### config.mk
export PLATFORM = sky130hd
export DESIGN_NAME = reg_file_param_flat
export DESIGN_NICKNAME = d
export VERILOG_FILES = /design/src/rtl/reg_file_pkg.sv /design/src/rtl/reg_file_param_if.sv /design/src/rtl/reg_file_clear_ctrl.sv /design/src/rtl/reg_file_param.sv /design/src/flat_wrapper.sv
export SDC_FILE = /design/constraint.sdc
export NUM_CORES = 1
export LEC_CHECK = 0
export CELL_PAD_IN_SITES_DETAIL_PLACEMENT = 1
export CELL_PAD_IN_SITES_GLOBAL_PLACEMENT = 2
export CORE_MARGIN = 5
export CORE_UTILIZATION = 45
export DETAILED_ROUTE_END_ITERATION = 8
export PLACE_DENSITY = 0.81
export SETUP_SLACK_MARGIN = 0.15
export SLEW_MARGIN = 30
export SYNTH_ARGS = -nofsm -noshare
export SYNTH_HDL_FRONTEND = slang
export SYNTH_SLANG_ARGS = --single-unit
### constraint.sdc
create_clock -name clk -period 2.7 [get_ports clk]
set_input_delay 0.405 -clock clk [delete_from_list [all_inputs] [get_ports clk]]
set_output_delay 0.405 -clock clk [all_outputs]
set_load 0.05 [all_outputs]
### src/rtl/reg_file_pkg.sv
// Shared types and default sizes for the parametrised register file.
// Optional write-to-read forwarding is selected by the REGFILE_BYPASS_EN macro.
package reg_file_pkg;

    localparam int REGFILE_DATA_W = 16;
    localparam int REGFILE_ADDR_W = 4;

    typedef enum logic {
        CLEAR = 1'b0,
        RUN   = 1'b1
    } state_t;

endpackage

### src/rtl/reg_file_param_if.sv
// Decode-stage to register-file port bundle. Handshake: single-cycle strobe; writeEn is a
// one-edge write request, dropped without back-pressure while busy is high; reads are unconditional.
interface reg_file_param_if #(
    parameter int DATA_W = 16,
    parameter int ADDR_W = 4
);
    logic              writeEn;
    logic [DATA_W-1:0] writeData;
    logic [ADDR_W-1:0] dstAddr;
    logic [ADDR_W-1:0] srcAddr;
    logic [DATA_W-1:0] readData1;
    logic [DATA_W-1:0] readData2;
    logic              busy;

    modport master (
        output writeEn, writeData, dstAddr, srcAddr,
        input  readData1, readData2, busy
    );

    modport slave (
        input  writeEn, writeData, dstAddr, srcAddr,
        output readData1, readData2, busy
    );
endinterface

### src/rtl/reg_file_clear_ctrl.sv
// Post-reset clear sweep: walks clrAddr over every register once, then hands over to RUN.
module reg_file_clear_ctrl
    import reg_file_pkg::*;
#(
    parameter int ADDR_W = REGFILE_ADDR_W
) (
    input  logic            clk,
    input  logic            reset,
    output logic            busy,
    output logic            clrWe,
    output logic [ADDR_W:0] clrAddr,
    output state_t          state
);
    localparam int DEPTH = 1 << ADDR_W;
    localparam logic [ADDR_W:0] LAST_ADDR = (ADDR_W + 1)'(DEPTH - 1);

    assign clrWe = (state == CLEAR) && !reset;

    always_ff @(posedge clk) begin
        if (reset) begin
            state   <= CLEAR;
            clrAddr <= '0;
            busy    <= 1'b1;
        end else begin
            case (state)
                CLEAR: begin
                    clrAddr <= clrAddr + (ADDR_W + 1)'(1);
                    if (clrAddr == LAST_ADDR) begin
                        state <= RUN;
                        busy  <= 1'b0;
                    end
                end
                RUN: begin
                    state <= RUN;
                    busy  <= 1'b0;
                end
                default: begin
                    state   <= CLEAR;
                    clrAddr <= '0;
                    busy    <= 1'b1;
                end
            endcase
        end
    end
endmodule

### src/rtl/reg_file_param.sv
// DEPTH x DATA_W register file: one write port, two registered read ports, hardware clear sweep.
// Define REGFILE_BYPASS_EN for write-first forwarding; otherwise same-edge reads return old data.
module reg_file_param
    import reg_file_pkg::*;
#(
    parameter int                DATA_W    = REGFILE_DATA_W,
    parameter int                ADDR_W    = REGFILE_ADDR_W,
    parameter logic [DATA_W-1:0] CLEAR_VAL = '0
) (
    input  logic             clk,
    input  logic             reset,
    reg_file_param_if.slave  bus,
    output state_t           dbgState
);
    localparam int DEPTH = 1 << ADDR_W;

    logic [DATA_W-1:0] mem [DEPTH];
    logic              busy;
    logic              clrWe;
    logic [ADDR_W:0]   clrAddr;
    logic              inRun;
    logic              userWe;
    logic              fwd1;
    logic              fwd2;

    reg_file_clear_ctrl #(.ADDR_W(ADDR_W)) u_clear_ctrl (
        .clk     (clk),
        .reset   (reset),
        .busy    (busy),
        .clrWe   (clrWe),
        .clrAddr (clrAddr),
        .state   (dbgState)
    );

    assign bus.busy = busy;
    assign inRun    = (dbgState == RUN);
    assign userWe   = inRun && bus.writeEn;

`ifdef REGFILE_BYPASS_EN
    assign fwd1 = userWe;
    assign fwd2 = userWe && (bus.srcAddr == bus.dstAddr);
`else
    assign fwd1 = 1'b0;
    assign fwd2 = 1'b0;
`endif

    // The counter MSB only rises after the last address is cleared; it gates stray sweep writes.
    always_ff @(posedge clk) begin
        if (!reset) begin
            if (clrWe && !clrAddr[ADDR_W]) begin
                mem[clrAddr[ADDR_W-1:0]] <= CLEAR_VAL;
            end else if (userWe) begin
                mem[bus.dstAddr] <= bus.writeData;
            end
        end
    end

    always_ff @(posedge clk) begin
        if (reset || !inRun) begin
            bus.readData1 <= CLEAR_VAL;
            bus.readData2 <= CLEAR_VAL;
        end else begin
            bus.readData1 <= fwd1 ? bus.writeData : mem[bus.dstAddr];
            bus.readData2 <= fwd2 ? bus.writeData : mem[bus.srcAddr];
        end
    end
endmodule

### src/flat_wrapper.sv
// flat-port wrapper written by rule: the top's interface ports become plain ports
module reg_file_param_flat import reg_file_pkg::*;
#(
    parameter int                DATA_W    = REGFILE_DATA_W,
    parameter int                ADDR_W    = REGFILE_ADDR_W,
    parameter logic [DATA_W-1:0] CLEAR_VAL = '0
)
  (clk, reset, dbgState, bus_writeEn, bus_writeData, bus_dstAddr, bus_srcAddr, bus_readData1, bus_readData2, bus_busy);
  reg_file_param_if #(.DATA_W(DATA_W), .ADDR_W(ADDR_W)) bus_i ();
  input  logic clk;
  input  logic reset;
  output state_t dbgState;
  input wire logic [$bits(bus_i.writeEn)-1:0] bus_writeEn;
  input wire logic [$bits(bus_i.writeData)-1:0] bus_writeData;
  input wire logic [$bits(bus_i.dstAddr)-1:0] bus_dstAddr;
  input wire logic [$bits(bus_i.srcAddr)-1:0] bus_srcAddr;
  output wire logic [$bits(bus_i.readData1)-1:0] bus_readData1;
  output wire logic [$bits(bus_i.readData2)-1:0] bus_readData2;
  output wire logic [$bits(bus_i.busy)-1:0] bus_busy;
  assign bus_i.writeEn = bus_writeEn;
  assign bus_i.writeData = bus_writeData;
  assign bus_i.dstAddr = bus_dstAddr;
  assign bus_i.srcAddr = bus_srcAddr;
  assign bus_readData1 = bus_i.readData1;
  assign bus_readData2 = bus_i.readData2;
  assign bus_busy = bus_i.busy;
  reg_file_param #(.DATA_W(DATA_W), .ADDR_W(ADDR_W), .CLEAR_VAL(CLEAR_VAL)) u_core (.clk(clk), .reset(reset), .bus(bus_i), .dbgState(dbgState));
endmodule
==> results.tsv, run 1 <==
metric	value	unit
cell area after synthesis	13400	um2
Worst Tran Pin Value	0.710	ns
Gate Count Post-Synth	877	
DR iter-0 viols	967	
core footprint	29600	um2
Fin. Hold Viols	0	
gr usage total	24.0	%
clk sinks	295	
register area share after synthesis	63.2	%
placed inst area	14900	um2
# placed instances	1344	
detailed-placement wirelength estimate	27500	um
CTS tree	done	
maximum clock path buffer count	3	
TritonRoute pass-1 iters	5	
Antenna Cells	0	
syn avg cell area	15.3	um2
IO Count	61	
Final nets	1016	
Buffers & Inverters on Critical Path	1	
ys flop type	edfxtp_1	
DRC	0	
slowest CP cell	clkdlybuf4s50_1	
first-pass GRT wire length	59600	um
Setup CP Type	reg2out	
Leakage	0.00605	uW
setup TNS	0	ns
Worst-path clk slew	0.06	ns
max-slew violation count	0	
antenna violations before repair	0	
startpoint types	register	
final setup fails	0	
cts-stage hold buffer count	0	
final worst-path cycle share	83.9	%
H-tree depth	1	
pin count of the biggest net entering global routing	37	
Initial Util	45.4	%
Via density	6.20	
crit path capture type	primary output	
status	completed	
die height	183	um
wire length per cell	28.8	um
max_slew headroom	52.6	%
Fmax	441	MHz
clk_lat worst skew	0.56	ns
min cycle time layout	2.27	ns
Final ANT Viol Nets	0	
CP top delay family	buffers and inverters	
Final Non-Filler Cells	1401	
CTS Root Cell	clkbuf_16	
TritonCTS Buffers	31	
yosys warns	0	
port bufs	60	
# rows	63	
Final Skew	0.0105	ns
RSZ-0062 raised after global routing	false	
number of global-route vias before repair	9228	
library cells used by synthesis	44	
number of flops mapped to enable cells by yosys	256	
R2R Setup Slk	0.43	ns
slowest stage delay, CP	0.85	ns
Power Density	634	nW/um2
critical path, cell by cell	clkdlybuf4s50_1	
drt total wl	40400	um
Worst EP required	2.30	ns
crit path max fanout	9	
layout cell share with drive strength beyond 1	21.5	%
synthesized flop and latch total	295	
Design Area, Final	15900	um2
post-cts gate resize count	0	
gr ovfl total	0	
net count after synthesis	906	
hold crit path type	reg2reg	
crit path DAT	1.86	ns
max-cap viol count	0	
ys async rst share	0	%
area grow syn2layout	18.7	%
die footprint	33300	um2
Die X-Extent	183	um
peak supply drop	0.000453	V
gpl congestion	0.845	
via count	8689	
post-CTS setup-driven buffer insertion count	0	
[power breakdown]
group	switching, uW	internal (uW)	leakage (uW)
registers	29.5	4940	0.00298
logic	402	312	0.00256
clock network	1740	2660	0.000511
[cell usage in the layout (no fill, tap or decap), types with 8 or more instances in the layout]
cell type / synthesis / final
o31ai_1: 9 / 9
a22oi_1: 60 / 60
clkdlybuf4s50_1: 0 / 58
nand2_1: 33 / 33
edfxtp_1: 256 / 256
clkbuf_16: 0 / 31
a221o_1: 10 / 10
mux4_2: 32 / 32
nand2b_1: 15 / 15
o22ai_1: 24 / 24
nor2_2: 0 / 17
o21ai_1: 11 / 11
nor2_1: 46 / 28
and2_1: 17 / 17
clkinv_1: 1 / 8
mux2i_1: 158 / 158
nand3_1: 18 / 18
dfxtp_1: 39 / 39
buf_12: 3 / 13
buf_4: 8 / 66
mux2_2: 35 / 35
nor2b_1: 10 / 8
[worst min-delay path, delay by kind of cell, from the launching register on]
kind | cells | cell delay, ns
DFF | 1 | 0.33
and+or+nand+nor | 2 | 0.12
[synthesized netlist by cell type, types with 2 or more instances]
library cell  count  area, um2
edfxtp_1        256       7690
mux2i_1         158       1580
a22oi_1          60        450
nor2_1           46        173
dfxtp_1          39        781
mux2_2           35        394
nand2_1          33        124
mux4_2           32        721
o22ai_1          24        150
nand3_1          18       90.1
and2_1           17        106
clkbuf_1         17       63.8
buf_2            15       75.1
buf_6            15        169
nand2b_1         15       93.8
o21ai_1          11       55.1
a221o_1          10        100
nor2b_1          10       62.6
o31ai_1           9       67.6
buf_4             8       60.1
a22o_1            5       43.8
a21oi_1           4       20.0
a31oi_1           4       25.0
buf_1             4       15.0
o2111ai_1         4       35.0
buf_12            3       60.1
and3_1            2       12.5
ha_1              2       25.0
inv_1             2       7.51
mux2_4            2       30.0
nor3b_1           2       15.0
o221ai_1          2       17.5
xor2_1            2       17.5
[through the flow]
stage / total power [uW] / hold slack [ns] / worst slack [ns] / util, %
3_5_place_dp: 5770 / 0.483 / 0.0801 / 50.3
6_report: 10100 / 0.487 / 0.435 / 53.8
3_3_place_gp: 5760 / 0.459 / 0.122 / 50.3
2_1_floorplan: 5500 / 0.485 / 0.133 / -
4_1_cts: 10100 / 0.493 / 0.408 / 53.8
5_1_grt: 10400 / 0.539 / 0.350 / 53.8
[path summary, 6_finish.rpt]
check | start | end | cells after the start
min | u_core.u_clear_ctrl.busy | u_core.u_clear_ctrl.busy | 2
min reg2reg | u_core.u_clear_ctrl.busy | u_core.u_clear_ctrl.busy | 2
max reg2reg | u_core.u_clear_ctrl.state | u_core.mem[14][8] | 5
max | u_core.u_clear_ctrl.state | dbgState | 1
[registers in the layout, indices dropped and copies added (netlist names)]
register	count
u_core.bus.readData1	16
u_core.bus.readData2	16
u_core.mem	256
u_core.u_clear_ctrl.busy	1
u_core.u_clear_ctrl.clrAddr	5
u_core.u_clear_ctrl.state	1
[per-layer routing]
layer / GRT usage (%) / vias to the layer above / share of wire [%]
met5: 0 / - / 0
met4: 6.87 / 0 / 2.9
met3: 4.39 / 72 / 9.0
met2: 38.8 / 430 / 47
met1: 33.4 / 4500 / 41
li1: - / 3687 / -
[area by class of cell]
class | instances | area, um2
fill | 2810 | 13600
sequential | 295 | 8470
multi-input combinational | 517 | 4540
timing repair buffer | 139 | 1360
clock buffer | 36 | 795
tap | 390 | 488
clock inverter | 21 | 249
inverter | 3 | 11.3
[logic make-up (layout without fill, tap and decap cells)]
logic type | Yosys count | count (layout) | synth area share [%]
simple gates | 150 | 150 | 5.43
flops | 295 | 295 | 63.2
compound gates | 135 | 135 | 7.30
xor+xnor | 3 | 3 | 0.196
buf+inv | 65 | 199 | 3.39
fa+ha+maj | 2 | 2 | 0.187
mux | 227 | 227 | 20.3
Note: power is estimated with default switching activity, not from simulation.
==> inputs of run 2 (changes only) <==
==> constraint.sdc (replaced) <==
create_clock -name clk -period 2.37 [get_ports clk]
set_input_delay 0.3555 -clock clk [delete_from_list [all_inputs] [get_ports clk]]
set_output_delay 0.3555 -clock clk [all_outputs]
set_load 0.05 [all_outputs]
==> results.tsv, run 2 (synthesized netlist as in run 1, its figures left out) <==
metric	value	unit
status	completed	
Final ANT Viol Nets	0	
hold crit path type	reg2reg	
pin count of the biggest net entering global routing	43	
max_slew headroom	44.9	%
clk_lat worst skew	0.55	ns
multi-input logic area	4640	um2
gr ovfl total	0	
DRC	0	
Leakage	0.00616	uW
drt total wl	40000	um
max-cap viol count	0	
clk sinks	295	
sink of the worst hold path	u_core.u_clear_ctrl.busy	
Worst EP required	2.68	ns
antenna violations before repair	3	
Fillers	2797	
crit path DAT	2.43	ns
Die X-Extent	183	um
Worst Tran Pin Value	0.827	ns
critical path, cell by cell	and3b_2 -> buf_4 -> mux2_2 -> nand2_1 -> buf_4 -> nor2_4 -> buf_12	
Hold Path Origin	u_core.u_clear_ctrl.busy	
Power Total	11400	uW
Final Skew	0.0108	ns
die height	183	um
crit path max fanout	16	
area grow syn2layout	21.7	%
maximum clock path buffer count	3	
Hold Path Stages	2	
crit path capture type	register	
TritonCTS Buffers	31	
setup TNS	0	ns
Setup CP Type	reg2reg	
CTS Root Cell	clkbuf_16	
TritonRoute pass-1 iters	5	
DR iter-0 viols	853	
Final Non-Filler Cells	1414	
gr usage total	23.8	%
Power Density	700	nW/um2
biggest regs	u_core.mem (256), u_core.bus.readData1 (16), u_core.bus.readData2 (16)	
final worst-path cycle share	89.8	%
slowest CP cell	dfxtp_2	
Via density	6.02	
most frequent cells in the layout	edfxtp_1, mux2i_1, a22oi_1, buf_4, clkdlybuf4s50_1	
Final nets	1028	
layout cell share with drive strength beyond 1	23.9	%
RSZ-0062 raised after global routing	false	
IO Count	61	
wire length per cell	28.3	um
Critical R2R Capture	u_core.mem[14][2]	
Top reg by flops	u_core.mem	
H-tree depth	1	
worst reg2reg startpoint	u_core.u_clear_ctrl.state	
CTS tree	done	
R2R cell count	7	
gpl congestion	0.813	
Initial Util	45.4	%
first-pass GRT wire length	59400	um
peak supply drop	0.000493	V
die footprint	33300	um2
number of global-route vias before repair	8897	
detailed-placement wirelength estimate	27800	um
port bufs	60	
most common cell after layout, fill and taps aside	edfxtp_1	
slowest stage delay, CP	0.40	ns
max-slew violation count	0	
R2R Setup Slk	0.24	ns
Crit path top cell by count	buf_4	
max FFs per register	256	
Fin. Hold Viols	0	
Worst-path clk slew	0.06	ns
Reg area	8470	um2
# rows	63	
min cycle time layout	2.13	ns
startpoint types	register	
final setup fails	0	
via count	8514	
Fmax	470	MHz
core footprint	29600	um2
# placed instances	1353	
-- run 2: changes by cell type in the layout (fill, tap and decap cells not counted), sizes merged --
cell / before / now
clkbuf: 36 / 39
buf: 81 / 93
clkinvlp: 1 / 4
diode: 0 / 1
clkinv: 15 / 12
bufinv: 6 / 3
-- run 2: final cells by class --
type                    instances  area share [%]
inverters                       3          0.0690
repair buffers                151            10.3
diodes                          1          0.0153
clock buffers                  39            5.24
well taps                     390            2.99
multi-input cells             517            28.4
clock inverters                18            1.11
flip-flops and latches        295            51.9
-- run 2: where the power goes --
| part | switching [uW] | internal (uW) |
|---|---|---|
| clock network | 2020 | 2880 |
| registers | 32.3 | 5630 |
| logic | 478 | 382 |
-- run 2: metrics by stage --
stage	setup WS (ns)	instance area, um2	hold WS (ns)	util [%]
6_report	0.242	16300	0.485	55.2
5_1_grt	0.150	16300	0.513	55.2
4_1_cts	0.152	16300	0.501	55.2
3_5_place_dp	-0.327	15200	0.484	51.4
3_3_place_gp	-0.242	15200	0.456	51.4
2_1_floorplan	0.203	13500	0.485	-
-- run 2: how the worst max path moves through the flow --
stage | startpoint | end | cells after the start
2_1_floorplan | bus_dstAddr[0] | u_core.mem[2][0] | 6
6_report | u_core.u_clear_ctrl.state | u_core.mem[14][2] | 7
3_3_place_gp | reset | u_core.mem[12][2] | 6
3_5_place_dp | reset | u_core.mem[12][6] | 6
4_1_cts | u_core.u_clear_ctrl.state | u_core.mem[13][4] | 7
5_1_grt | u_core.u_clear_ctrl.state | u_core.mem[14][6] | 7
-- run 2: what timing repair did --
action | 4_1_cts | 5_1_grt
pin swaps | 2 | 0
resized for setup | 0 | 3
hold buffers | 0 | 0
endpoints found under the setup margin | 34 | 202
buffers inserted | 3 | 0
-- run 2: worst max-delay path, delay by kind of cell (launching register included) --
kind	cells	cell delay, ns
AND/OR/NAND/NOR	3	0.61
buffers and inverters	3	0.54
flip-flops	1	0.40
multiplexers	1	0.33
-- run 2: layer usage --
layer  vias to the layer above  wire [um]  track usage (%)
met2                       350      19000             38.1
met3                        48       2660             3.99
met4                         2        815             5.97
met5                         -          7                0
met1                      4402      17500             34.3
li1                       3712          -                -
==> RTL change 1: new RTL, settings of run 2 <==
Add a define of `REGFILE_BYPASS_EN`.
--- a/src/rtl/reg_file_param.sv
+++ b/src/rtl/reg_file_param.sv
@@ -2,2 +2,4 @@
 // Define REGFILE_BYPASS_EN for write-first forwarding; otherwise same-edge reads return old data.
+`define REGFILE_BYPASS_EN
+
 module reg_file_param
Formal check against the unedited RTL: same outputs for any inputs over 10 cycles, from zero or initial values and one cycle with reset high; that may be too few to reach the edited logic, so the function may still have changed.
==> RTL change 1 against run 2 <==
- via count is 9.9% lower
- total power is 0.15% higher
- largest power group unchanged
- setup slack worse by 0.027 ns
- synthesized cell count is 20% lower
- highest routed layer is now met4
- non-clock buffer count is 9 lower
- fmax is 1.2% lower
- routed wire length is 8.4% lower
- hold slack worse by 0.087 ns
- cell area is 0.28% lower
- largest cell class unchanged
- sequential cell count stayed put
- die area is 1.0% lower
- area after synthesis is 1.1% lower
- sequential power hardly changed
- core utilization is 1.0 points higher
==> RTL change 1: results (changes against run 2) <==
<table>
<tr><th>Metric</th><th>Value</th></tr>
<tr><th colspan="2">Outcome</th></tr>
<tr><td>Result of the run</td><td>finished, final reports clean</td></tr>
<tr><th colspan="2">Cells and area</th></tr>
<tr><td>Final cell count without fillers</td><td>1232 (-13%)</td></tr>
<tr><td>Fraction of final layout cells sized beyond drive strength 1</td><td>0.3656 (+0.1261)</td></tr>
<tr><td>Final net count</td><td>853 (-17%)</td></tr>
<tr><td>Relative area change from synthesis to final layout</td><td>22.69%</td></tr>
<tr><td>Number of combinational gates with multiple inputs</td><td>340 (-34%)</td></tr>
<tr><th colspan="2">Worst setup path</th></tr>
<tr><td>Slowest cell on the critical path</td><td>sky130_fd_sc_hd__clkdlybuf4s50_1</td></tr>
<tr><td>Biggest fanout along the worst timing path</td><td>10 (-6)</td></tr>
<tr><td>Worst reg2reg path endpoint</td><td>u_core.bus.readData2[14]</td></tr>
<tr><td>Largest delay contributor family on the critical path</td><td>buffers and inverters</td></tr>
<tr><td>Reg2reg path depth</td><td>6 (-1)</td></tr>
<tr><td>Stage delay of the slowest cell on the critical path</td><td>0.84 ns (+0.44 ns)</td></tr>
<tr><td>CP Data Arrival Time</td><td>1.80 ns (-0.63 ns)</td></tr>
<tr><th colspan="2">CTS</th></tr>
<tr><td>CTS-repair resized insts</td><td>2 (+2)</td></tr>
<tr><th colspan="2">Synthesis</th></tr>
<tr><td>Number of distinct standard cells referenced by the synthesized netlist</td><td>43 (-2.3%)</td></tr>
<tr><td>Top post-synthesis cells by count</td><td>sky130_fd_sc_hd__edfxtp_1, sky130_fd_sc_hd__mux4_2, sky130_fd_sc_hd__dfxtp_1, sky130_fd_sc_hd__nand2_1, sky130_fd_sc_hd__nor2_1</td></tr>
<tr><td>Mean instance size in the synthesized netlist</td><td>19.00 sq um (+24%)</td></tr>
<tr><th colspan="2">Place</th></tr>
<tr><td>Setup WS pre-CTS</td><td>-0.2427 ns (+0.08445 ns)</td></tr>
<tr><td>Placed instance area</td><td>15220 sq um (about the same)</td></tr>
<tr><th colspan="2">Detailed routing</th></tr>
<tr><td>Routed length per instance</td><td>29.75 um (+5.1%)</td></tr>
<tr><td>DR iter-0 viols</td><td>718 (-16%)</td></tr>
<tr><th colspan="2">Pwr</th></tr>
<tr><td>Net load switching power</td><td>2455 uW (-3.1%)</td></tr>
<tr><th colspan="2">Global route</th></tr>
<tr><td>Initial antenna violation count</td><td>0 (-3)</td></tr>
<tr><td>Tot GR Track Use</td><td>0.2222 (-0.01633)</td></tr>
<tr><th colspan="2">Timing</th></tr>
<tr><td>Worst hold slack across all endpoints</td><td>0.3976 ns (-0.08743 ns)</td></tr>
</table>
==> RTL change 1: cell count changes in the layout (fill, tap and decap cells not counted), sizes merged, moves of 13 or more <==
| cell | before | now |
|---|---|---|
| a22o | 5 | 24 |
| mux2 | 37 | 4 |
| nor2 | 46 | 29 |
| a22oi | 60 | 8 |
| o22ai | 24 | 1 |
| inv | 2 | 16 |
| nand3 | 18 | 2 |
| mux2i | 158 | 16 |
| mux4 | 32 | 144 |
| nand2b | 15 | 2 |
==> RTL change 1: how the worst max path moves through the flow <==
stage	depth (start not counted)	slack, ns	startpoint	end
floorplan	5	0.19	u_core.u_clear_ctrl.state	u_core.mem[9][0]
global placement	7	-0.16	reset	u_core.bus.readData2[2]
detailed placement	8	-0.24	reset	u_core.bus.readData2[12]
CTS	1	0.20	u_core.u_clear_ctrl.state	dbgState
global route	7	0.14	u_core.u_clear_ctrl.state	u_core.bus.readData2[14]
finish	1	0.22	u_core.u_clear_ctrl.state	dbgState
==> RTL change 1: logic make-up (layout without fill, tap and decap cells) <==
kind of cell,Yosys count,in the layout,share of synthesized area
muxes,164,164,0.2612
buffers and inverters,63,213,0.02037
DFF,295,295,0.6384
adders and majority gates,2,2,0.001886
and+or+nand+nor,100,100,0.03631
xor gates and xnor gates,8,8,0.005282
AOI/OAI and AO/OA,66,66,0.03660
==> RTL change 1: power groups by stage <==
stage	logic [uW]	clock network [uW]	registers, uW
2_1_floorplan	477	0	5750
3_3_place_gp	754	0	5760
3_5_place_dp	774	0	5770
4_1_cts	781	5060	5660
5_1_grt	814	5290	5660
6_report	773	5010	5660
==> RTL change 1: layer usage <==
layer	up-vias	routed length, um	GRT usage
met5	-	0	0
met4	0	824	0.04953
met3	61	2111	0.03641
met2	291	19230	0.3946
met1	4144	14480	0.2895
li1	3171	-	-
==> RTL change 2: new RTL, flow settings as in run 2 <==
Without the edit above. Make the reset (`reset`) asynchronous in one clocked block.
--- a/src/rtl/reg_file_clear_ctrl.sv
+++ b/src/rtl/reg_file_clear_ctrl.sv
@@ -18,3 +18,3 @@
 
-    always_ff @(posedge clk) begin
+    always_ff @(posedge clk or posedge reset) begin
         if (reset) begin
Formal check against the unedited RTL: same outputs for any inputs over 10 cycles, from zero or initial values and one cycle with reset high; that may be too few to reach the edited logic, so the function may still have changed.
==> RTL change 2 against run 2 <==
- critical path depth shrank 1
- clock skew grew 0.014 ns
- combinational power up 36%
- cell area is 0.98% higher
- total power rose by 4.9%
- sequential cell count is the same
- setup slack got worse by 0.042 ns
- non-clock buffer count grew 7
- sequential share of layout area shrank 0.28 points
- area after synthesis fell by 0.18%
- clock power grew 4.3%
- routed wire length decreased by 0.26%
- register-to-register slack got worse by 0.03 ns
- die area shrank 0.17%
==> RTL change 2: results (changes against run 2) <==
<table>
<tr><th>Metric</th><th>Value</th></tr>
<tr><th colspan="2">Outcome</th></tr>
<tr><td>Result of the run</td><td>finished, final reports clean</td></tr>
<tr><th colspan="2">Pwr</th></tr>
<tr><td>Cell-internal power</td><td>9150 uW (+3.0%)</td></tr>
<tr><td>Sequential cell power</td><td>5700 uW (+0.7%)</td></tr>
<tr><th colspan="2">Global route</th></tr>
<tr><td>Global routing met1 resource utilization</td><td>0.3347 (-0.008053)</td></tr>
<tr><th colspan="2">CTS</th></tr>
<tr><td>CTS Buf Count</td><td>34 (+9.7%)</td></tr>
<tr><th colspan="2">Detailed routing</th></tr>
<tr><td>DR WL met3</td><td>2439 um (-8.1%)</td></tr>
<tr><td>Total length of routed met2 wires</td><td>19450 um (+2.4%)</td></tr>
<tr><td>Average vias per placed instance</td><td>6.130 (+1.8%)</td></tr>
<tr><td>Aggregate routed wire length</td><td>39900 um (-0.26%)</td></tr>
<tr><th colspan="2">Place</th></tr>
<tr><td>Final estimated routing congestion in global placement</td><td>0.8266 (+1.7%)</td></tr>
<tr><td>Half-perimeter wire length after placement</td><td>27050 um (-2.5%)</td></tr>
<tr><td>Placed instance area</td><td>15370 sq um (+1.1%)</td></tr>
<tr><th colspan="2">Worst setup path</th></tr>
<tr><td>Startpoint of the worst-slack reg-to-reg timing path</td><td>u_core.u_clear_ctrl.state</td></tr>
<tr><td>Largest delay contributor family on the critical path</td><td>buffers and inverters</td></tr>
<tr><td>Biggest fanout along the worst timing path</td><td>9 (-7)</td></tr>
<tr><th colspan="2">Synthesis</th></tr>
<tr><td>Post-synthesis mux area share</td><td>0.1943 (-0.009082)</td></tr>
<tr><th colspan="2">Timing</th></tr>
<tr><td>Final worst setup slack</td><td>0.2002 ns (-0.04185 ns)</td></tr>
<tr><td>Worst relative slew slack</td><td>0.3545 (-0.09444)</td></tr>
<tr><td>Final setup skew</td><td>0.02475 ns (+0.01399 ns)</td></tr>
<tr><th colspan="2">Cells and area</th></tr>
<tr><td>Area occupied by registers</td><td>8506 sq um (+0.43%)</td></tr>
<tr><td>Share of the final layout cell area in multi-input gates</td><td>0.2819 (-0.002307)</td></tr>
<tr><td>Total inserted antenna cells</td><td>0 (-1)</td></tr>
<tr><td>Final net count</td><td>1024 (-0.39%)</td></tr>
<tr><td>Filler instances</td><td>2760 (-1.3%)</td></tr>
<tr><td>Post-Layout Inst Area</td><td>16480 sq um (+0.98%)</td></tr>
</table>
RTL change 2: cell count changes in the layout (fill, tap and decap cells not counted), moves of 12 or more:
cell | before | now
sky130_fd_sc_hd__a2111oi_0 | 0 | 13
sky130_fd_sc_hd__a211oi_1 | 0 | 17
sky130_fd_sc_hd__a22oi_1 | 60 | 34
sky130_fd_sc_hd__a31o_1 | 0 | 15
sky130_fd_sc_hd__mux2_2 | 35 | 60
sky130_fd_sc_hd__mux2i_1 | 157 | 109
sky130_fd_sc_hd__nand3_1 | 18 | 1
sky130_fd_sc_hd__nor2b_1 | 7 | 19
sky130_fd_sc_hd__o22ai_1 | 24 | 39
RTL change 2: cell families after synthesis:
kind of cell               Yosys count
adders and majority gates            2
muxes                              211
DFF                                295
and+or+nand+nor                    134
AOI/OAI and AO/OA                  151
xor gates and xnor gates             3
buffers and inverters               66
